--- src/rtl/gol_gen_scheduler.sv ---
// Game of Life generation pacer: programmable tick enable plus
// start/done sequencing of the grid update engine, all on clk.
module gol_gen_scheduler #(
  parameter int BASE_DIV = 2500000,
  parameter int CNT_W    = 32,
  parameter int GEN_W    = 16
) (
  input  logic             clk,
  input  logic             rst_n,
  input  logic             run_en,
  input  logic             step_req,
  input  logic [2:0]       speed_sel,
  input  logic             upd_done,
  input  logic             clr_ovr,
  output logic             upd_start,
  output logic             busy,
  output logic [GEN_W-1:0] gen_count,
  output logic             ovr
);

  typedef enum logic [1:0] {
    IDLE,
    WAIT_TICK,
    UPDATE
  } state_t;

  state_t           state, state_n;
  logic             run_q;
  logic [CNT_W-1:0] cnt;
  logic [CNT_W-1:0] base;
  logic [CNT_W-1:0] reload;
  logic             rise;
  logic             tick;
  logic             start_n;
  logic             gen_inc;
  logic             ovr_set;

  assign base   = CNT_W'(BASE_DIV);
  assign reload = (base << speed_sel) - CNT_W'(1);
  assign rise   = run_en & ~run_q;
  // The rise cycle sees the idle zero count; it must not tick.
  assign tick   = run_en & run_q & (cnt == '0);
  assign busy   = (state == UPDATE);

  always_ff @(posedge clk or negedge rst_n) begin
    if (!rst_n) begin
      run_q <= 1'b0;
      cnt   <= '0;
    end else begin
      run_q <= run_en;
      if (!run_en)
        cnt <= '0;
      else if (rise || cnt == '0)
        cnt <= reload;
      else
        cnt <= cnt - CNT_W'(1);
    end
  end

  always_comb begin
    state_n = state;
    start_n = 1'b0;
    gen_inc = 1'b0;
    ovr_set = 1'b0;
    unique case (state)
      IDLE: begin
        if (run_en) begin
          state_n = WAIT_TICK;
        end else if (step_req) begin
          state_n = UPDATE;
          start_n = 1'b1;
        end
      end
      WAIT_TICK: begin
        if (!run_en) begin
          state_n = IDLE;
        end else if (tick) begin
          state_n = UPDATE;
          start_n = 1'b1;
        end
      end
      UPDATE: begin
        if (upd_done) begin
          gen_inc = 1'b1;
          // A tick landing on done chains straight into the next generation.
          if (tick)
            start_n = 1'b1;
          else if (run_en)
            state_n = WAIT_TICK;
          else
            state_n = IDLE;
        end else if (tick) begin
          ovr_set = 1'b1;
        end
      end
      default: state_n = IDLE;
    endcase
  end

  always_ff @(posedge clk or negedge rst_n) begin
    if (!rst_n) begin
      state     <= IDLE;
      upd_start <= 1'b0;
      gen_count <= '0;
      ovr       <= 1'b0;
    end else begin
      state     <= state_n;
      upd_start <= start_n;
      if (gen_inc)
        gen_count <= gen_count + GEN_W'(1);
      if (ovr_set)
        ovr <= 1'b1;
      else if (clr_ovr)
        ovr <= 1'b0;
    end
  end

endmodule

--- config.mk ---
export PLATFORM = sky130hd
export DESIGN_NAME = gol_gen_scheduler
export DESIGN_NICKNAME = d
export VERILOG_FILES = /design/src/rtl/gol_gen_scheduler.sv
export SDC_FILE = /design/constraint.sdc
export NUM_CORES = 1
export LEC_CHECK = 0
export CORE_MARGIN = 8
export CORE_UTILIZATION = 50
export CTS_CLUSTER_DIAMETER = 150
export CTS_CLUSTER_SIZE = 16
export DETAILED_ROUTE_END_ITERATION = 8
export PLACE_DENSITY = 0.82
export SLEW_MARGIN = 10
export SYNTH_ARGS = -nofsm -noshare
export SYNTH_HDL_FRONTEND = slang
export SYNTH_SLANG_ARGS = --single-unit
--- constraint.sdc ---
create_clock -name clk -period 9.4 [get_ports clk]
set_clock_uncertainty 0.05 [all_clocks]
set_input_delay 1.88 -clock clk [delete_from_list [all_inputs] [get_ports clk]]
set_output_delay 1.88 -clock clk [all_outputs]
set_load 0.01 [all_outputs]
# Yosys cells after proc, flatten, opt, wreduce, memory -nomap -nowiden
# Cells that the tools add are included.
[totals] reg_bits=53 elab_cells=47 input_bits=9 output_inout_bits=19
[op_classes] n_eq_ne=6 n_bitwise=4 n_reduce_logical=5 n_addsub=3 shifts=1 n_mux=22
[ops] op="32-bit two-way mux" n=2
[ops] op="32-bit by 1-bit subtractor with 32-bit output, second input constant" n=2
[ops] op="32-bit zero test" n=1
[ops] op="22-bit by 3-bit << shifter with 32-bit output, first input constant" n=1
[ops] op="16-bit by 1-bit adder with 16-bit output, second input constant" n=1
[ops] op="1-bit two-way mux" n=12
[ops] op="2-bit two-way mux" n=6
[ops] op="3-bit inequality test, second input constant" n=2
[ops] op="2-bit one-hot mux with 3 select lines" n=1
[ops] op="2-bit inequality test, second input constant" n=2
[ops] op="4-bit AND reduction" n=1
[ops] op="1-bit AND" n=3
[ops] op="1-bit one-hot mux with 3 select lines" n=1
[ops] op="2-bit by 1-bit == test with 1-bit output, second input constant" n=1
[ops] op="2-bit == test, second input constant" n=1
[ops] op="2-bit zero test" n=1
[ops] op="2-bit nonzero test" n=1
[ops] op="1-bit logical OR" n=1
[ops] op="1-bit inverter" n=1

# Longest topological paths before layout
[depth] depth_word=6 ltp_mapped=11 mapped_depth_nobuf=9

# Worst setup path after synthesis
# OpenSTA, ideal clock, no wires.
[synth_timing] path_type="in2reg" startpoint="in speed_sel[0]" endpoint="reg cnt[22]" path_stages=10 setup_ns=0.120 slack_ns=5.071 path_buffers=2 required_time_ns=9.230 arrival_ns=4.159 cell_sequence="inv_1 ha_1 clkbuf_1 or3_1 a21oi_1 a22oi_2 or3_1 clkbuf_1 or4_1 and3_1"
[synth_between] elab_chain_len=4
[synth_rtl] element="start, declared" line_no="12" rtl="input logic [2:0] speed_sel,"
[synth_rtl] element="22-bit by 3-bit << shifter with 32-bit output" line_no="39" rtl="assign reload = (base << speed_sel) - CNT_W'(1);"
[synth_rtl] element="32-bit by 1-bit subtractor with 32-bit output" line_no="39"
[synth_rtl] element="32-bit two-way mux" line_no="53" rtl="else if (rise || cnt == '0)"
[synth_rtl] element="32-bit two-way mux" line_no="51" rtl="if (!run_en)"
[synth_rtl] element="end signal, assigned" line_no="54" rtl="cnt <= reload;"
[synth_rtl] element="end signal, assigned" line_no="56" rtl="cnt <= cnt - CNT_W'(1);"
[synth_rtl] element="end, declared" line_no="29" rtl="logic [CNT_W-1:0] cnt;"
# Every way passes these cells.
# A chain may end at the register's enable or synchronous reset.

# Worst setup path in the final report
[layout_timing] startpoint="in run_en" endpoint="reg cnt[25]"
[layout_between] elab_chain_len=4
[layout_rtl] element="start, declared" line_no="10" rtl="input logic run_en,"
[layout_rtl] element="1-bit AND" line_no="40" rtl="assign rise = run_en & ~run_q;"
[layout_rtl] element="1-bit logical OR" line_no="53"
[layout_rtl] element="32-bit two-way mux" line_no="53"
[layout_rtl] element="32-bit two-way mux (*)" line_no="51"
# Every way passes the cells marked *; elsewhere a longest branch is shown, timed or not.

==> impl_metrics.tcl <==
set metrics [dict create \
    run_status "complete, no violations" \
    hold_viol 0 \
    clockRootBuffer "clkbuf_8" \
    post-route-period-util 0.588 \
    timing.rr.end "cnt[25]" \
    synth_largest_area_cell "dfrtp_1" \
    timing.critical_path.required_ps 9550 \
    ff2ff_path_depth 7 \
    cts_setup_buffers 0 \
    p_per_area_nw_per_um2 171 \
    hold_path.class "reg -> reg" \
    syn_area_um2 3610 \
    synth_edf_count 0 \
    synth_ff_type "dfrtp_1" \
    critical_path_class "in -> reg" \
    setup_violations 0 \
    rsz0062_at_grt "no" \
    r2r-start "cnt[11]" \
    grt.total_usage 0.189 \
    synth_top_cells_by_area "dfrtp_1 37%, nand2_1 4.9%, xnor2_1 4.8%" \
    cts_hold_buf 0 \
    cts_buffers 5 \
    dr.pass1.iters 5 \
    coreArea_um2 7140 \
    ys_ff_latch 53 \
    clk_pin_slew_ps 90 \
    synthCells 420 \
    pre_cts_ws_ps 3640 \
    finalCriticalPeriod_ps 5530 \
    setup_ws_ps 3870 \
    ant_nets 0 \
    drc 0 \
    clk_latency_ps 310 \
    overflow 0 \
    critPathLaunchType "input pin" \
    ir_drop_mv 0.132 \
    whs_path_depth 1 \
    htreeDepth 2 \
    maxCapViolCount 0 \
    synth_nets 440 \
    synth.distinct_cells 55 \
    setup_total_negative_slack_ps 0 \
    dpl.hpwl_um 6490 \
    synth_common_cells "53 x dfrtp_1, 47 x nand2_1, 29 x nor2_1" \
    syn_to_final_growth_pct 12.5 \
    die_w_um 101 \
    slew_viol_final 0 \
    r2r_slack_ps 5240 \
    placed_cell_area_um2 3960 \
    io_buffers 27 \
    post-route-util 0.569 \
    yosysMostFrequentCell "dfrtp_1" \
    diodes 0 \
    maxSlewHeadroom 0.214 \
    gp_congestion 0.940 \
    drt-wirelength-per-cell_um 17.1 \
    worstPathArrival_ps 5670 \
    final_area_um2 4060 \
    worstSetupStartpoint "run_en" \
    total_power_uw 693 \
    vias 3239 \
    fp-row-count 31 \
    critPathCaptureType "register" \
    synth_warnings 0 \
    clock_sinks 53 \
    start_util 0.506 \
    drt-initial-drc-count 315 \
    cts_tree "yes" \
    async_flop_share 1.00 \
    grt_pass1_wl_um 15600 \
    leakage_uw 0.00168 \
    die_area_um2 10200 \
    critPathCapture "cnt[25]" \
    ctsResizeCount 0 \
    max_freq_mhz 181 \
    yosysTopAreaCellShare 0.367 \
    crit_fanout 43 \
    grt_start_max_net_pins 54 \
    grt_pass1_vias 3203 \
    wirelength_um 9130 \
    antenna_found_initial 0 \
    avgSynthCellArea_um2 8.60 \
    nNetsFinal 455 \
    drive_gt1_frac 0.0529 \
    post_drt_via_cell_ratio 6.07 \
    worst_pin_slew_ps 1180 \
    io_pins 28 \
    yosysSeqAreaShare 0.367 \
    ctsLongestPathBuffers 2 \
    die_h_um 101 \
]
how the worst min path moves through the flow:
stage	start	endpoint	slack, ps
after floorplan	run_q	cnt[4]	400
after global routing	gen_count[2]	gen_count[2]	470
after detailed placement	gen_count[15]	gen_count[15]	420
final	gen_count[15]	gen_count[15]	440
after CTS	gen_count[15]	gen_count[15]	450
after global placement	gen_count[15]	gen_count[15]	410
layer usage:
layer | track usage | up-vias | wire length, um
li1 | - | 1522 | -
met1 | 0.254 | 1569 | 4230
met2 | 0.291 | 129 | 4110
met3 | 0.0366 | 19 | 589
met4 | 0.0733 | 0 | 197
met5 | 0 | - | 0
through the flow:
step | hold slack, ps | std cells
after floorplan | 400 | 420
after global placement | 415 | 527
after detailed placement | 422 | 527
after CTS | 447 | 534
after global routing | 472 | 534
final | 440 | 534
flip-flops by register name (all words and copies together) (netlist names):
| name | cells |
|---|---|
| ovr | 1 |
| cnt | 32 |
| gen_count | 16 |
| upd_start | 1 |
| run_q | 1 |
| state | 2 |
power by group:
group / internal [uW] / total, uW / switching, uW / leakage [uW]
sequential: 257 / 289 / 32.0 / 0.000710
combinational: 110 / 248 / 138 / 0.000916
clock: 78.9 / 156 / 77.4 / 0.0000546
total: 446 / 693 / 247 / 0.00168
cells in the final DEF, fill, tap and decap left out, types with 2 or more instances in the layout:
cell             instances
and2_1                  15
buf_4                    3
nor4b_1                  2
mux2i_1                 13
nand2b_1                 5
xnor2_1                 20
dfrtp_1                 53
a32oi_1                  2
mux2_2                   4
nor2b_1                 10
or4_1                    4
o31ai_1                  5
xor2_1                  15
o21ai_0                 20
inv_1                   12
a21boi_0                 4
a21oi_1                 19
or3_1                    9
clkbuf_8                 5
clkdlybuf4s50_1         26
a21o_1                   2
nand3b_1                 2
and3_1                  10
a211oi_1                 4
nand2_1                 47
nor2_1                  29
nor4_1                   8
a22oi_1                  4
o211ai_1                 3
a222oi_1                 2
nor3_1                  17
nand3_1                 18
nand4_1                  5
ha_1                    11
o21bai_1                 2
or4_4                    2
worst max-delay path, stage by stage:
cell and delay [ps]:
clkdlybuf4s50_1 1250, nor2b_1 740, a31oi_4 350, or4_1 750
a222oi_1 450, xor2_1 180, nor2_1 50
cell type report:
class                      instances  area [um2]
clock buffer                       5        68.8
clock inverter                     2        38.8
fill                             652        3070
inverter                          12        45.0
multi-input combinational        333        2170
sequential                        53        1330
tap                               99         124
timing repair buffer              30         288
logic make-up after synthesis:
family,Yosys count,share of synthesized area
buffers and inverters,34,0.0357
adders and majority gates,11,0.0381
muxes,17,0.0485
DFF,53,0.367
AOI/OAI and AO/OA,82,0.155
xor gates and xnor gates,35,0.0848
and+or+nand+nor,188,0.271
No activity file was read; power rests on OpenSTA's default activity.
